$ cat src/rtl/tamagotchi_pkg.sv
// Shared definitions for the pet's UART link.
//   SYNC_BYTE / FRAME_LEN  : status frame layout (sync byte + 8 payload bytes)
//   FLAG_SLEEP_BIT         : position of the sleep flag in the flags byte
//   IDX_*                  : order in which the stats are placed in the frame
//   frame_state_e          : frame-level control states (top)
//   tx_state_e             : per-byte serializer states (uart_tx_byte)
package tamagotchi_pkg;

  localparam int STAT_W    = 5;
  localparam int NUM_STATS = 6;

  localparam logic [7:0] SYNC_BYTE = 8'hA5;
  localparam int FRAME_LEN      = 9;
  localparam int FLAG_SLEEP_BIT = 0;

  localparam int IDX_HUNGER    = 0;
  localparam int IDX_HAPPINESS = 1;
  localparam int IDX_HEALTH    = 2;
  localparam int IDX_HYGIENE   = 3;
  localparam int IDX_ENERGY    = 4;
  localparam int IDX_SOCIAL    = 5;

  typedef enum logic [1:0] {
    FR_IDLE,
    FR_SEND,
    FR_DONE
  } frame_state_e;

  typedef enum logic [1:0] {
    TX_IDLE,
    TX_START,
    TX_DATA,
    TX_STOP
  } tx_state_e;

  // Zero-extends a stat to a frame byte.
  function automatic logic [7:0] stat_byte(input logic [STAT_W-1:0] s);
    return {{(8 - STAT_W){1'b0}}, s};
  endfunction

endpackage

$ cat src/rtl/stats_frame_tx_if.sv
// Bundle between the stats block and the status frame transmitter.
//   send          : frame request (master -> slave)
//   hunger..social: live 5-bit stats (master -> slave)
//   is_sleeping   : live sleep flag (master -> slave)
//   uart_tx       : serial line, idle high (slave -> master)
//   busy          : frame in flight (slave -> master)
//   frame_done    : one-cycle pulse at frame completion (slave -> master)
interface stats_frame_tx_if;

  logic                             send;
  logic [tamagotchi_pkg::STAT_W-1:0] hunger;
  logic [tamagotchi_pkg::STAT_W-1:0] happiness;
  logic [tamagotchi_pkg::STAT_W-1:0] health;
  logic [tamagotchi_pkg::STAT_W-1:0] hygiene;
  logic [tamagotchi_pkg::STAT_W-1:0] energy;
  logic [tamagotchi_pkg::STAT_W-1:0] social;
  logic                             is_sleeping;
  logic                             uart_tx;
  logic                             busy;
  logic                             frame_done;

  modport master (
    output send, hunger, happiness, health, hygiene, energy, social, is_sleeping,
    input  uart_tx, busy, frame_done
  );

  modport slave (
    input  send, hunger, happiness, health, hygiene, energy, social, is_sleeping,
    output uart_tx, busy, frame_done
  );

endinterface

$ cat src/rtl/uart_tx_byte.sv
// 8N1 serializer for a single byte, LSB first.
//   clk, rst_n : clock, asynchronous active-low reset
//   start      : load data and begin a byte; honoured while ready is high
//   data       : byte to send
//   tx         : serial line, driven straight from a flop, idle high
//   ready      : high when idle or in the last cycle of the stop bit, so a
//                new byte can follow the stop bit with no idle gap
module uart_tx_byte
  import tamagotchi_pkg::*;
#(
  parameter int CLKS_PER_BIT = 1042
) (
  input  logic       clk,
  input  logic       rst_n,
  input  logic       start,
  input  logic [7:0] data,
  output logic       tx,
  output logic       ready
);

  localparam int CW = (CLKS_PER_BIT > 1) ? $clog2(CLKS_PER_BIT) : 1;
  localparam logic [CW-1:0] CNT_LAST = CW'(CLKS_PER_BIT - 1);

  tx_state_e  state;
  logic [CW-1:0] cnt;
  logic [2:0] bit_idx;
  logic [7:0] shreg;
  logic       bit_end;

  assign bit_end = (cnt == CNT_LAST);
  assign ready   = (state == TX_IDLE) || ((state == TX_STOP) && bit_end);

  always_ff @(posedge clk or negedge rst_n) begin
    if (!rst_n) begin
      state   <= TX_IDLE;
      cnt     <= '0;
      bit_idx <= '0;
      shreg   <= '0;
      tx      <= 1'b1;
    end else begin
      case (state)
        TX_IDLE: begin
          if (start) begin
            shreg   <= data;
            cnt     <= '0;
            bit_idx <= '0;
            tx      <= 1'b0;
            state   <= TX_START;
          end
        end
        TX_START: begin
          if (bit_end) begin
            cnt   <= '0;
            tx    <= shreg[0];
            state <= TX_DATA;
          end else begin
            cnt <= cnt + 1'b1;
          end
        end
        TX_DATA: begin
          if (bit_end) begin
            cnt <= '0;
            if (bit_idx == 3'd7) begin
              tx    <= 1'b1;
              state <= TX_STOP;
            end else begin
              // shreg[0] is the bit currently on the line; the next one is [1]
              bit_idx <= bit_idx + 3'd1;
              shreg   <= shreg >> 1;
              tx      <= shreg[1];
            end
          end else begin
            cnt <= cnt + 1'b1;
          end
        end
        TX_STOP: begin
          if (bit_end) begin
            cnt <= '0;
            if (start) begin
              shreg   <= data;
              bit_idx <= '0;
              tx      <= 1'b0;
              state   <= TX_START;
            end else begin
              tx    <= 1'b1;
              state <= TX_IDLE;
            end
          end else begin
            cnt <= cnt + 1'b1;
          end
        end
        default: begin
          tx    <= 1'b1;
          state <= TX_IDLE;
        end
      endcase
    end
  end

endmodule

$ cat src/rtl/stats_frame_tx.sv
// Status frame transmitter: on send, snapshots the six stats and the sleep
// flag and sends a 9-byte 8N1 frame (sync, 6 stats, flags, XOR checksum).
//   clk, rst_n : clock, asynchronous active-low reset
//   bus        : stats_frame_tx_if.slave -- send request, live stats and
//                sleep flag in; uart_tx, busy, frame_done out (all registered)
module stats_frame_tx
  import tamagotchi_pkg::*;
#(
  parameter int CLKS_PER_BIT = 1042
) (
  input  logic            clk,
  input  logic            rst_n,
  stats_frame_tx_if.slave bus
);

  localparam logic [3:0] LAST_IDX = 4'(FRAME_LEN - 1);

  frame_state_e      state;
  logic [STAT_W-1:0] snap [NUM_STATS];
  logic              snap_sleep;
  logic [3:0]        byte_idx;   // byte currently on the line
  logic              busy_q;
  logic              done_q;
  logic [7:0]        flags_byte;
  logic [7:0]        checksum;
  logic [7:0]        tx_data;
  logic              tx_start;
  logic              tx_ready;
  logic              tx_line;
  logic              accept;

  // DONE counts as not busy, so a request there starts the next frame at once.
  assign accept = (state != FR_SEND) && bus.send;

  always_comb begin
    flags_byte                 = '0;
    flags_byte[FLAG_SLEEP_BIT] = snap_sleep;
  end

  // Sync byte is excluded from the checksum.
  always_comb begin
    checksum = flags_byte;
    for (int i = 0; i < NUM_STATS; i++) begin
      checksum = checksum ^ stat_byte(snap[i]);
    end
  end

  // The sync byte is constant, so it can be offered in the same cycle the
  // snapshot is taken; later bytes come from the snapshot registers.
  always_comb begin
    tx_data  = SYNC_BYTE;
    tx_start = accept;
    if (state == FR_SEND) begin
      tx_start = tx_ready && (byte_idx < LAST_IDX);
      if (byte_idx < 4'(NUM_STATS)) begin
        tx_data = stat_byte(snap[byte_idx[2:0]]);
      end else if (byte_idx == 4'(NUM_STATS)) begin
        tx_data = flags_byte;
      end else begin
        tx_data = checksum;
      end
    end
  end

  always_ff @(posedge clk or negedge rst_n) begin
    if (!rst_n) begin
      state      <= FR_IDLE;
      byte_idx   <= '0;
      busy_q     <= 1'b0;
      done_q     <= 1'b0;
      snap_sleep <= 1'b0;
      for (int i = 0; i < NUM_STATS; i++) begin
        snap[i] <= '0;
      end
    end else begin
      done_q <= 1'b0;
      case (state)
        FR_IDLE, FR_DONE: begin
          if (bus.send) begin
            snap[IDX_HUNGER]    <= bus.hunger;
            snap[IDX_HAPPINESS] <= bus.happiness;
            snap[IDX_HEALTH]    <= bus.health;
            snap[IDX_HYGIENE]   <= bus.hygiene;
            snap[IDX_ENERGY]    <= bus.energy;
            snap[IDX_SOCIAL]    <= bus.social;
            snap_sleep          <= bus.is_sleeping;
            byte_idx            <= '0;
            busy_q              <= 1'b1;
            state               <= FR_SEND;
          end else begin
            busy_q <= 1'b0;
            state  <= FR_IDLE;
          end
        end
        FR_SEND: begin
          if (tx_ready) begin
            if (byte_idx < LAST_IDX) begin
              byte_idx <= byte_idx + 4'd1;
            end else begin
              busy_q <= 1'b0;
              done_q <= 1'b1;
              state  <= FR_DONE;
            end
          end
        end
        default: begin
          busy_q <= 1'b0;
          state  <= FR_IDLE;
        end
      endcase
    end
  end

  uart_tx_byte #(
    .CLKS_PER_BIT(CLKS_PER_BIT)
  ) u_tx (
    .clk   (clk),
    .rst_n (rst_n),
    .start (tx_start),
    .data  (tx_data),
    .tx    (tx_line),
    .ready (tx_ready)
  );

  assign bus.uart_tx    = tx_line;
  assign bus.busy       = busy_q;
  assign bus.frame_done = done_q;

endmodule

$ cat src/flat_wrapper.sv
// flat-port wrapper written by rule: the top's interface ports become plain ports
module stats_frame_tx_flat import tamagotchi_pkg::*;
#(
  parameter int CLKS_PER_BIT = 1042
)
  (clk, rst_n, bus_send, bus_hunger, bus_happiness, bus_health, bus_hygiene, bus_energy, bus_social, bus_is_sleeping, bus_uart_tx, bus_busy, bus_frame_done);
  stats_frame_tx_if bus_i ();
  input  logic clk;
  input  logic rst_n;
  input wire logic [$bits(bus_i.send)-1:0] bus_send;
  input wire logic [$bits(bus_i.hunger)-1:0] bus_hunger;
  input wire logic [$bits(bus_i.happiness)-1:0] bus_happiness;
  input wire logic [$bits(bus_i.health)-1:0] bus_health;
  input wire logic [$bits(bus_i.hygiene)-1:0] bus_hygiene;
  input wire logic [$bits(bus_i.energy)-1:0] bus_energy;
  input wire logic [$bits(bus_i.social)-1:0] bus_social;
  input wire logic [$bits(bus_i.is_sleeping)-1:0] bus_is_sleeping;
  output wire logic [$bits(bus_i.uart_tx)-1:0] bus_uart_tx;
  output wire logic [$bits(bus_i.busy)-1:0] bus_busy;
  output wire logic [$bits(bus_i.frame_done)-1:0] bus_frame_done;
  assign bus_i.send = bus_send;
  assign bus_i.hunger = bus_hunger;
  assign bus_i.happiness = bus_happiness;
  assign bus_i.health = bus_health;
  assign bus_i.hygiene = bus_hygiene;
  assign bus_i.energy = bus_energy;
  assign bus_i.social = bus_social;
  assign bus_i.is_sleeping = bus_is_sleeping;
  assign bus_uart_tx = bus_i.uart_tx;
  assign bus_busy = bus_i.busy;
  assign bus_frame_done = bus_i.frame_done;
  stats_frame_tx #(.CLKS_PER_BIT(CLKS_PER_BIT)) u_core (.clk(clk), .rst_n(rst_n), .bus(bus_i));
endmodule
$ cat config.mk
export PLATFORM = sky130hd
export DESIGN_NAME = stats_frame_tx_flat
export DESIGN_NICKNAME = d
export VERILOG_FILES = /design/src/rtl/tamagotchi_pkg.sv /design/src/rtl/stats_frame_tx_if.sv /design/src/rtl/uart_tx_byte.sv /design/src/rtl/stats_frame_tx.sv /design/src/flat_wrapper.sv
export SDC_FILE = /design/constraint.sdc
export NUM_CORES = 1
export LEC_CHECK = 0
export BUFFER_PORTS_ARGS = -buffer_cell sky130_fd_sc_hd__buf_2
export CORE_ASPECT_RATIO = 1.5
export CORE_MARGIN = 2
export CORE_UTILIZATION = 55
export CTS_BUF_LIST = sky130_fd_sc_hd__clkbuf_4
export DETAILED_ROUTE_END_ITERATION = 16
export PLACE_DENSITY = 0.81
export SYNTH_ARGS = -nofsm -noshare
export SYNTH_HDL_FRONTEND = slang
export SYNTH_SLANG_ARGS = --single-unit
$ cat constraint.sdc
create_clock -name clk -period 2.1 [get_ports clk]
set_input_delay 0.315 -clock clk [delete_from_list [all_inputs] [get_ports clk]]
set_output_delay 0.315 -clock clk [all_outputs]
set_load 0.005 [all_outputs]
# Word-level counts from Yosys, hierarchy flattened
# Index checks and enable logic that the tools add are counted.
[word_totals]
inputBits = 34
regBits = 64
word_cells = 113
output_inout_bits = 3
[op_classes]
n_mux = 49
order_cmp = 3
n_addsub = 3
n_bitwise = 7
reduce_logical = 16
n_eq_ne = 19
[ops]
columns = ["cell", "n"]
rows = [
  ["8-bit 2-to-1 mux", 7],
  ["8-bit by 5-bit XOR with 8-bit output", 5],
  ["8-bit one-hot mux with 3 select lines", 1],
  ["11-bit 2-to-1 mux", 2],
  ["11-bit one-hot mux with 2 select lines", 1],
  ["2-bit != test, second input constant", 8],
  ["5-bit binary-select mux with 3-bit select", 1],
  ["1-bit 2-to-1 mux", 15],
  ["2-bit 2-to-1 mux", 7],
  ["3-bit 2-to-1 mux", 4],
  ["4-bit 2-to-1 mux", 3],
  ["4-bit AND reduction", 3],
  ["11-bit by 1-bit adder with 11-bit output, second input constant", 1],
  ["11-bit == test, second input constant", 1],
  ["5-bit 2-to-1 mux", 2],
  ["3-bit one-hot mux with 3 select lines", 1],
  ["2-bit one-hot mux with 4 select lines", 1],
  ["4-bit one-hot mux with 2 select lines", 1],
  ["2-bit == test, second input constant", 3],
  ["2-bit by 1-bit != test with 1-bit output, second input constant", 3],
  ["5-bit AND reduction", 1],
  ["1-bit by 5-bit XOR with 5-bit output", 1],
  ["4-bit by 1-bit adder with 4-bit output, second input constant", 1],
  ["2-bit by 1-bit == test with 1-bit output, second input constant", 2],
  ["18 further kinds", 22],
]

# Depth between registers and ports, before layout
# Gate-level depths: netlist of the first run.
[depth]
ltp_word = 12
ltp_mapped = 9
depth_no_buf = 7

# Cells and area by module
# From an unflattened synthesis of the first run, not the netlist that was laid out.
[unflattened]
cells_unflattened = 315
area_unflattened_um2 = 3646.0
[modules_own_cells]
columns = ["mod", "n_inst", "seq_area_each_um2", "cells_per_inst", "area_each_um2"]
rows = [
  ["stats_frame_tx", 1, 975.9, 180, 2159.6],
  ["uart_tx_byte", 1, 626.9, 135, 1486.4],
]

# Worst setup path before layout of the first run
# OpenSTA, ideal clock, no wires.
[synth_timing]
kind = "register to register"
from = "register u_core.u_tx.cnt[1]"
to = "register u_core.u_tx.state[0]"
path_slack_ns = 0.223
setup_ns = 0.129
n_path_buf = 0
path_stages_with_launch = 7
synth_period_minus_slack_ns = 1.877
t_required_ns = 1.971
arrival_time_ns = 1.748
path_cell_list = "dfrtp_1 > inv_1 > ha_1 > nor4b_4 > nand3_2 > a221o_1 > o41a_1"
[synth_between]
elab_chain_len = 8
word_cells_on_any_way = 13
classes_between = "eq/ne: 5; mux: 4; reduce/logical: 4"
[synth_lines]
columns = ["item", "line", "source"]
rows = [
  ["start: declaration", "uart_tx_byte.sv:25", "logic [CW-1:0] cnt;"],
  ["start signal: assignment", "uart_tx_byte.sv:57", "cnt <= cnt + 1'b1;"],
  ["start signal: assignment", "uart_tx_byte.sv:73", "cnt <= cnt + 1'b1;"],
  ["start signal: assignment", "uart_tx_byte.sv:89", "cnt <= cnt + 1'b1;"],
  ["11-bit == test (*)", "uart_tx_byte.sv:30", "assign bit_end = (cnt == CNT_LAST);"],
  ["1-bit logical AND", "uart_tx_byte.sv:31", "assign ready = (state == TX_IDLE) || ((state == TX_STOP) && bit_end);"],
  ["1-bit logical OR", "uart_tx_byte.sv:31", ""],
  ["1-bit logical AND", "stats_frame_tx.sv:54", "tx_start = tx_ready && (byte_idx < LAST_IDX);"],
  ["1-bit 2-to-1 mux", "stats_frame_tx.sv:53", "if (state == FR_SEND) begin"],
  ["1-bit 2-to-1 mux", "uart_tx_byte.sv:79", "if (start) begin"],
  ["2-bit 2-to-1 mux", "uart_tx_byte.sv:77", "if (bit_end) begin"],
  ["2-bit one-hot mux with 4 select lines", "uart_tx_byte.sv:41", "case (state)"],
  ["end signal: assignment", "uart_tx_byte.sv:48", "state <= TX_START;"],
  ["end signal: assignment", "uart_tx_byte.sv:83", "state <= TX_START;"],
  ["end signal: assignment", "uart_tx_byte.sv:86", "state <= TX_IDLE;"],
  ["end: declaration", "uart_tx_byte.sv:24", "tx_state_e state;"],
]
# Every way passes the cells marked *; elsewhere a longest branch is shown, timed or not. The select of a mux whose other input is x is not followed.
# A chain may end at the register's enable or synchronous reset.

# Worst setup path after layout of the first run
# Ends and elaborated chain as after synthesis.

==> flow_summary.yaml, run 1 <==
die:
  core_area_mm2: 0.00649
  num_rows: 36
  die_h_um: 104
  pin_count: 37
  die_area_mm2: 0.00740
  initial_utilization: 0.569
  die_x_um: 70.9
detailed_routing:
  wire_per_inst_um: 16.3
  viasPerCell: 5.90
  drc_errors: 0
  drt_iter0_drc: 100
  vias: 2743
  wl_um: 7580
  dr.pass1.iters: 4
  drtAntennaViolNets: 0
clock_network:
  cts_htree_levels: 3
  worst_skew_pair.late_latency_ps: 430
  cts_tree: "built"
  clkSlewWorstSetupHoldPaths_ps: 110
  root_buffer: "clkbuf_4"
  cts_sinks: 64
  numCtsBuffers: 9
  clockBufferDepth: 2
run_status:
  status: "finished with violations"
  violations: "negative setup slack"
synth:
  syn_area_per_cell_um2: 11.2
  ys_warn_count: 0
  synthCells: 331
  netlist_area_mm2: 0.00369
  synth_nets: 376
  async_flop_share: 1.00
  synth_ff_type: "dfrtp_1"
  synth_seq_cells: 64
  ys_seq_area_frac: 0.434
  synth-edff-count: 0
  yosysUniqueCellTypes: 55
final_layout:
  nets: 430
  stdcell_count: 465
  multi_input_area_mm2: 0.00202
  syn2layout_area_growth_pct: 14.6
  final_util: 0.652
  fillCellCount: 529
  layout-drive-gt1-share: 0.339
  regArea_mm2: 0.00160
  num_antenna_cells: 0
power:
  pwr_density_cell_mw_per_mm2: 523
  p_leak_uw: 0.00195
  peakVddDrop_v: 0.000488
setup_path:
  rr_worst_depth: 8
  path_max_fanout: 6
  required_ps: 2420
  setup.worst_path.start: "u_core.u_tx.cnt[1]"
  arrival_ps: 2420
  crit_type: "flop to flop"
  end_kind: "flop"
  timing.rr.start: "u_core.u_tx.cnt[1]"
  r2r_end: "u_core.u_tx.state[0]"
  crit_path_start_kind: "flop"
  rrSetupSlack_ps: -3
timing:
  timing.final.ws_setup_ps: -3.27
  fin_crit_ps: 2100
  rsz0062_at_grt: "yes"
  skew_ps: 17.7
  fmax_mhz: 475
  tightestPinTransition_ps: 513
  setup_viol: 1
  maxSlewHeadroom: 0.655
  final-max-slew-violation-count: 0
  hold_violations: 0
  timing.final.crit_share: 1.00
worst_hold_path:
  whs_path_depth: 2
  holdPathEnd: "u_core.snap[29]"
  holdCritStartpoint: "bus_hunger[4]"
  min_path_type: "primary input to flop"
global_routing:
  antenna_found_initial: 0
  grt_overflow: 0
  grt_max_degree: 65
  grt_pass1_vias: 2872
  grt_use_total: 0.230
  grt_pass1_wl_um: 13300
placed_design:
  io_buffer_count: 36
  hpwlAfterDp_um: 5590
  place_inst: 445
  gp_congestion: 0.964
flow_run:
  maxCapViolCount: 0
-- cell usage after synthesis, types with 2 or more instances --
cell type | number | share of area
dfrtp_1 | 63 | 0.43
a211oi_1 | 2 | 0.0041
and2_1 | 3 | 0.0051
xnor2_1 | 11 | 0.026
a31oi_1 | 12 | 0.020
and3_2 | 2 | 0.0041
nand2b_1 | 5 | 0.0085
o21ai_0 | 20 | 0.027
xnor3_1 | 4 | 0.024
o31ai_1 | 6 | 0.012
nor2_1 | 23 | 0.023
xor2_1 | 6 | 0.014
mux4_2 | 5 | 0.031
nand3_1 | 6 | 0.0081
buf_2 | 6 | 0.0081
nor2b_1 | 4 | 0.0068
buf_1 | 2 | 0.0020
nor4b_4 | 2 | 0.013
o41ai_1 | 3 | 0.0071
ha_1 | 11 | 0.037
inv_1 | 10 | 0.010
nor3_1 | 4 | 0.0054
a21o_1 | 7 | 0.014
mux2i_1 | 11 | 0.030
o2bb2ai_1 | 3 | 0.0071
a41oi_1 | 2 | 0.0047
nand2_1 | 21 | 0.021
a21oi_1 | 8 | 0.011
o311ai_0 | 3 | 0.0071
clkbuf_1 | 7 | 0.0071
nand3b_1 | 2 | 0.0041
mux2_2 | 34 | 0.10
-- sequential cells by signal, summed over array words and instances, names as in the netlist --
name / flops
u_core.u_tx.bit_idx: 3
u_core.u_tx.tx: 1
u_core.bus.busy: 1
u_core.state: 2
u_core.u_tx.shreg: 8
u_core.u_tx.state: 2
u_core.byte_idx: 4
u_core.snap_sleep: 1
u_core.bus.frame_done: 1
u_core.u_tx.cnt: 11
u_core.snap: 30
-- stage by stage --
step | TNS (ps) | hold WS, ps | cell area [um^2] | power (uW) | setup WS (ps)
4_1_cts | 0 | 94.3 | 4150 | 2230 | 14.4
6_report | -3.27 | 114 | 4230 | 2210 | -3.27
2_1_floorplan | 0 | 19.4 | 3690 | 1470 | 223
3_5_place_dp | 0 | 356 | 4040 | 1560 | 20.8
3_3_place_gp | 0 | 354 | 4040 | 1550 | 94.1
5_1_grt | -74.2 | 88.8 | 4230 | 2320 | -58.8
-- cells by family (layout without fill, tap and decap cells) --
| logic type | count (synthesis) | count (layout) | share of synthesized area |
|---|---|---|---|
| mux | 50 | 50 | 0.164 |
| simple gates | 83 | 83 | 0.126 |
| fa+ha+maj | 11 | 11 | 0.0373 |
| compound gates | 75 | 75 | 0.142 |
| buf+inv | 27 | 85 | 0.0319 |
| flops | 64 | 64 | 0.434 |
| xor+xnor | 21 | 21 | 0.0647 |
-- timing repair --
item	CTS	global route
gates resized for setup	0	7
buffers inserted	0	4
pin swaps	1	2
endpoints found under the setup margin	1	23
hold buffers	1	0
endpoints found under the hold margin	63	0
-- worst max-delay path, stage by stage, from the launching register on --
cell,delay [ps]
dfrtp_1,400
inv_1,80
ha_1,160
nor4b_4,180
buf_4,200
buf_4,130
nand4_1,90
a221o_1,360
o41a_1,390
-- final cells by class --
| type | count | area share |
|---|---|---|
| multi-input cells | 240 | 0.478 |
| flip-flops and latches | 64 | 0.379 |
| repair buffers | 60 | 0.0887 |
| well taps | 76 | 0.0225 |
| clock buffers | 10 | 0.0177 |
| inverters | 10 | 0.00887 |
| clock inverters | 5 | 0.00591 |
-- cell usage in the layout (no fill, tap or decap), types with 2 or more instances in the layout --
| cell type | n |
|---|---|
| a21o_1 | 7 |
| o311ai_0 | 3 |
| ha_1 | 10 |
| inv_1 | 10 |
| xor2_1 | 6 |
| xnor3_1 | 4 |
| o31ai_1 | 6 |
| nand3_1 | 6 |
| nor2b_1 | 3 |
| a21oi_1 | 8 |
| and2_1 | 3 |
| mux4_2 | 5 |
| nor2_1 | 23 |
| o21ai_0 | 20 |
| clkbuf_4 | 10 |
| buf_4 | 22 |
| nor4b_4 | 2 |
| nand2_1 | 21 |
| a31oi_1 | 12 |
| xnor2_1 | 11 |
| buf_2 | 36 |
| and3_2 | 2 |
| clkinv_2 | 2 |
| mux2_2 | 34 |
| o2bb2ai_1 | 3 |
| mux2i_1 | 11 |
| o41ai_2 | 2 |
| dfrtp_1 | 63 |
| nand3b_1 | 2 |
| clkinv_1 | 2 |
| nor3_1 | 4 |
| nand2b_1 | 5 |
-- power breakdown --
group	leakage, uW	switching, uW	internal, uW
clock	0.0000571	438	238
sequential	0.000765	29.9	1260
combinational	0.00113	93.5	148
total	0.00195	562	1650
-- per-layer routing --
layer  track usage  part of all wire  vias to the layer above
li1              -                 -                     1314
met1         0.251              0.38                     1351
met2         0.413              0.56                       57
met3        0.0504             0.035                       21
met4         0.108             0.026                        0
met5             0                 0                        -
-- how the worst max path moves through the flow --
stage                      endpoint  slack [ps]
6_report       u_core.u_tx.state[0]          -3
5_1_grt        u_core.u_tx.state[0]         -60
4_1_cts        u_core.u_tx.shreg[1]          10
2_1_floorplan  u_core.u_tx.state[0]         220
3_5_place_dp   u_core.u_tx.shreg[1]          20
3_3_place_gp   u_core.u_tx.shreg[1]          90
Power figures use the tool's default switching activity.
==> run 2: changes to the inputs <==
--- a/config.mk
+++ b/config.mk
@@ -14,4 +14,5 @@
 export PLACE_DENSITY = 0.81
 export SYNTH_ARGS = -nofsm -noshare
 export SYNTH_HDL_FRONTEND = slang
+export SYNTH_HIERARCHICAL = 1
 export SYNTH_SLANG_ARGS = --single-unit
==> run 2 against run 1 <==
The flow still finishes with violations (negative setup slack). Area after synthesis fell by 1.2%. Non-clock buffer count up 25. Cell area rose by 7.2%. Via count fell by 0.11%. Hold slack better by 14 ps. Clock skew decreased by 1.2 ps. Sequential share of layout area down 2.5 points. Clock power grew 2%. Die area down 1.2%. Clock-buffer cell count up 1. Routed wire length grew 3.8%. Total power grew to 3.5 times the previous value.
==> flow_summary.yaml, run 2 <==
run_status:
  status: "finished with violations"
  violations: "negative setup slack"
timing:
  tightestPinTransition_ps: 699
  maxSlewHeadroom: 0.528
  timing.final.ws_setup_ps: -188
  rsz0062_at_grt: "yes"
  finalSetupTns_ps: -2630
  timing.final.crit_share: 1.09
  fin_hold_ws_ps: 128
  final-max-slew-violation-count: 0
  fmax_mhz: 437
  hold_violations: 0
  setup_viol: 23
  skew_ps: 16.5
  fin_crit_ps: 2290
flow_run:
  maxCapViolCount: 0
detailed_routing:
  vias: 2740
  viasPerCell: 5.68
  wl_um: 7870
  wire_per_inst_um: 16.3
  drtAntennaViolNets: 0
  dr.pass1.iters: 4
  drc_errors: 0
  drt_iter0_drc: 135
final_layout:
  stdcell_count: 482
  syn2layout_area_growth_pct: 24.4
  final_util: 0.704
  largest_register_ff_count: 30
  layout-drive-gt1-share: 0.448
  regMostFlops: "u_core/snap"
  layout_commonest_cell: "dfrtp_1"
  nets: 447
  final_cell_mix: "dfrtp_1 (63), buf_4 (44), mux2_2 (40), buf_2 (36), xnor2_1 (26)"
  num_antenna_cells: 0
  largest_registers: "u_core/snap x30, u_core/u_tx/cnt x11, u_core/u_tx/shreg x8"
clock_network:
  clkSlewWorstSetupHoldPaths_ps: 110
  worst_skew_pair.late_latency_ps: 410
  cts_tree: "built"
  cts_sinks: 64
  clockBufferDepth: 2
  cts_htree_levels: 3
  numCtsBuffers: 9
  root_buffer: "clkbuf_4"
die:
  initial_utilization: 0.566
  core_area_mm2: 0.00644
  num_rows: 36
  die_area_mm2: 0.00731
  die_h_um: 104
  pin_count: 37
  die_x_um: 70.5
global_routing:
  grt_overflow: 0
  antenna_found_initial: 0
  grt_pass1_wl_um: 12800
  grt_pass1_vias: 2846
  grt_max_degree: 39
  grt_use_total: 0.225
synth:
  ys_seq_area_frac: 0.440
  syn_area_per_cell_um2: 11.6
  synth_ff_type: "dfrtp_1"
  ys_warn_count: 6
  yosys-top-cells-area: "dfrtp_1 (43%), mux2_2 (13%), xnor2_1 (6.2%)"
  synth-edff-count: 0
  yosysTopAreaCellShare: 0.432
  synth_top_area_cell: "dfrtp_1"
  synth_commonest_cells: "dfrtp_1 (63), mux2_2 (41), xnor2_1 (26)"
  synth_seq_cells: 64
  yosysUniqueCellTypes: 49
  synth_nets: 361
  yosysMostFrequentCell: "dfrtp_1"
  netlist_area_mm2: 0.00365
  async_flop_share: 1.00
  synthCells: 315
setup_path:
  arrival_ps: 2580
  end_kind: "flop"
  path_max_fanout: 5
  crit_path_start_kind: "flop"
  crit_type: "flop to flop"
  required_ps: 2390
placed_design:
  hpwlAfterDp_um: 5440
  io_buffer_count: 36
  place_inst: 455
  detailedPlace.worstSlack_ps: -333
  gp_congestion: 0.850
power:
  p_leak_uw: 0.00208
  pwr_density_cell_mw_per_mm2: 1720
  peakVddDrop_v: 0.00111
worst_hold_path:
  min_path_type: "primary input to flop"
==> run 2: cell types whose count changed after synthesis, moves of 5 or more <==
cell and delta:
a21o_1 -6, a31oi_1 -9, nand4_1 +5, xnor2_1 +15
o21ai_0 -14, mux2_4 +8, mux2_2 +7, clkbuf_1 -6
==> run 2: final timing paths <==
kind	slack, ps	from	cells past startpoint	to
setup / recovery	-190	u_core/u_tx/cnt[9]	9	u_core/u_tx/bit_idx[0]
hold / removal	130	bus_health[1]	2	u_core/snap[16]
setup reg to reg	-190	u_core/u_tx/cnt[9]	9	u_core/u_tx/bit_idx[0]
hold reg to reg	520	u_core/u_tx/shreg[4]	1	u_core/u_tx/shreg[4]
max in group asynchronous	960	rst_n	3	u_core/u_tx/tx
min in group asynchronous	450	rst_n	2	u_core/snap[23]
==> run 2: where the power goes <==
part	internal, uW	total [uW]	switching, uW
registers	1780	2270	488
logic	2730	4850	2120
clock network	260	691	431
==> run 2: cell families after synthesis <==
group / after synthesis / share of synthesized area
simple gates: 82 / 0.119
mux: 65 / 0.211
flops: 64 / 0.440
xor+xnor: 34 / 0.0892
compound gates: 33 / 0.0618
buf+inv: 24 / 0.0367
fa+ha+maj: 12 / 0.0412
other cells: 1 / 0.00103
==> run 2: layout make-up <==
class,count,area [um^2]
flip-flops and latches,64,1600
well taps,76,95.1
multi-input cells,230,2110
inverters,11,41.3
fillers,444,1900
clock inverters,5,26.3
clock buffers,11,82.6
repair buffers,85,574
==> run 2: through the flow <==
step | area, um^2 | power [uW]
2_1_floorplan | 3720 | 5580
3_3_place_gp | 4220 | 6510
3_5_place_dp | 4220 | 6640
4_1_cts | 4480 | 7650
5_1_grt | 4540 | 8340
6_report | 4540 | 7810
==> run 2: layer usage <==
metal  routed length, um  vias up  global-route usage
met2                4490       66               0.419
li1                    -     1291                   -
met1                2940     1365               0.237
met3                 211       18              0.0302
met4                 228        0               0.124
met5                   0        -                   0
==> run 2: repair_timing <==
item | CTS | global route
buffers inserted | 5 | 2
hold buffers | 1 | 0
endpoints found under the setup margin | 25 | 25
resized for setup | 17 | 8
endpoints found under the hold margin | 26 | 0
pin swaps | 8 | 8
gates cloned | 2 | 1
==> run 2: critical path: stages (launching register included) <==
cell	delay (ps)
dfrtp_1	430
nor4b_4	330
and3_4	230
a31o_4	160
nand2b_4	60
o21ai_4	140
buf_6	130
a21oi_4	60
a211o_4	320
mux2_4	320
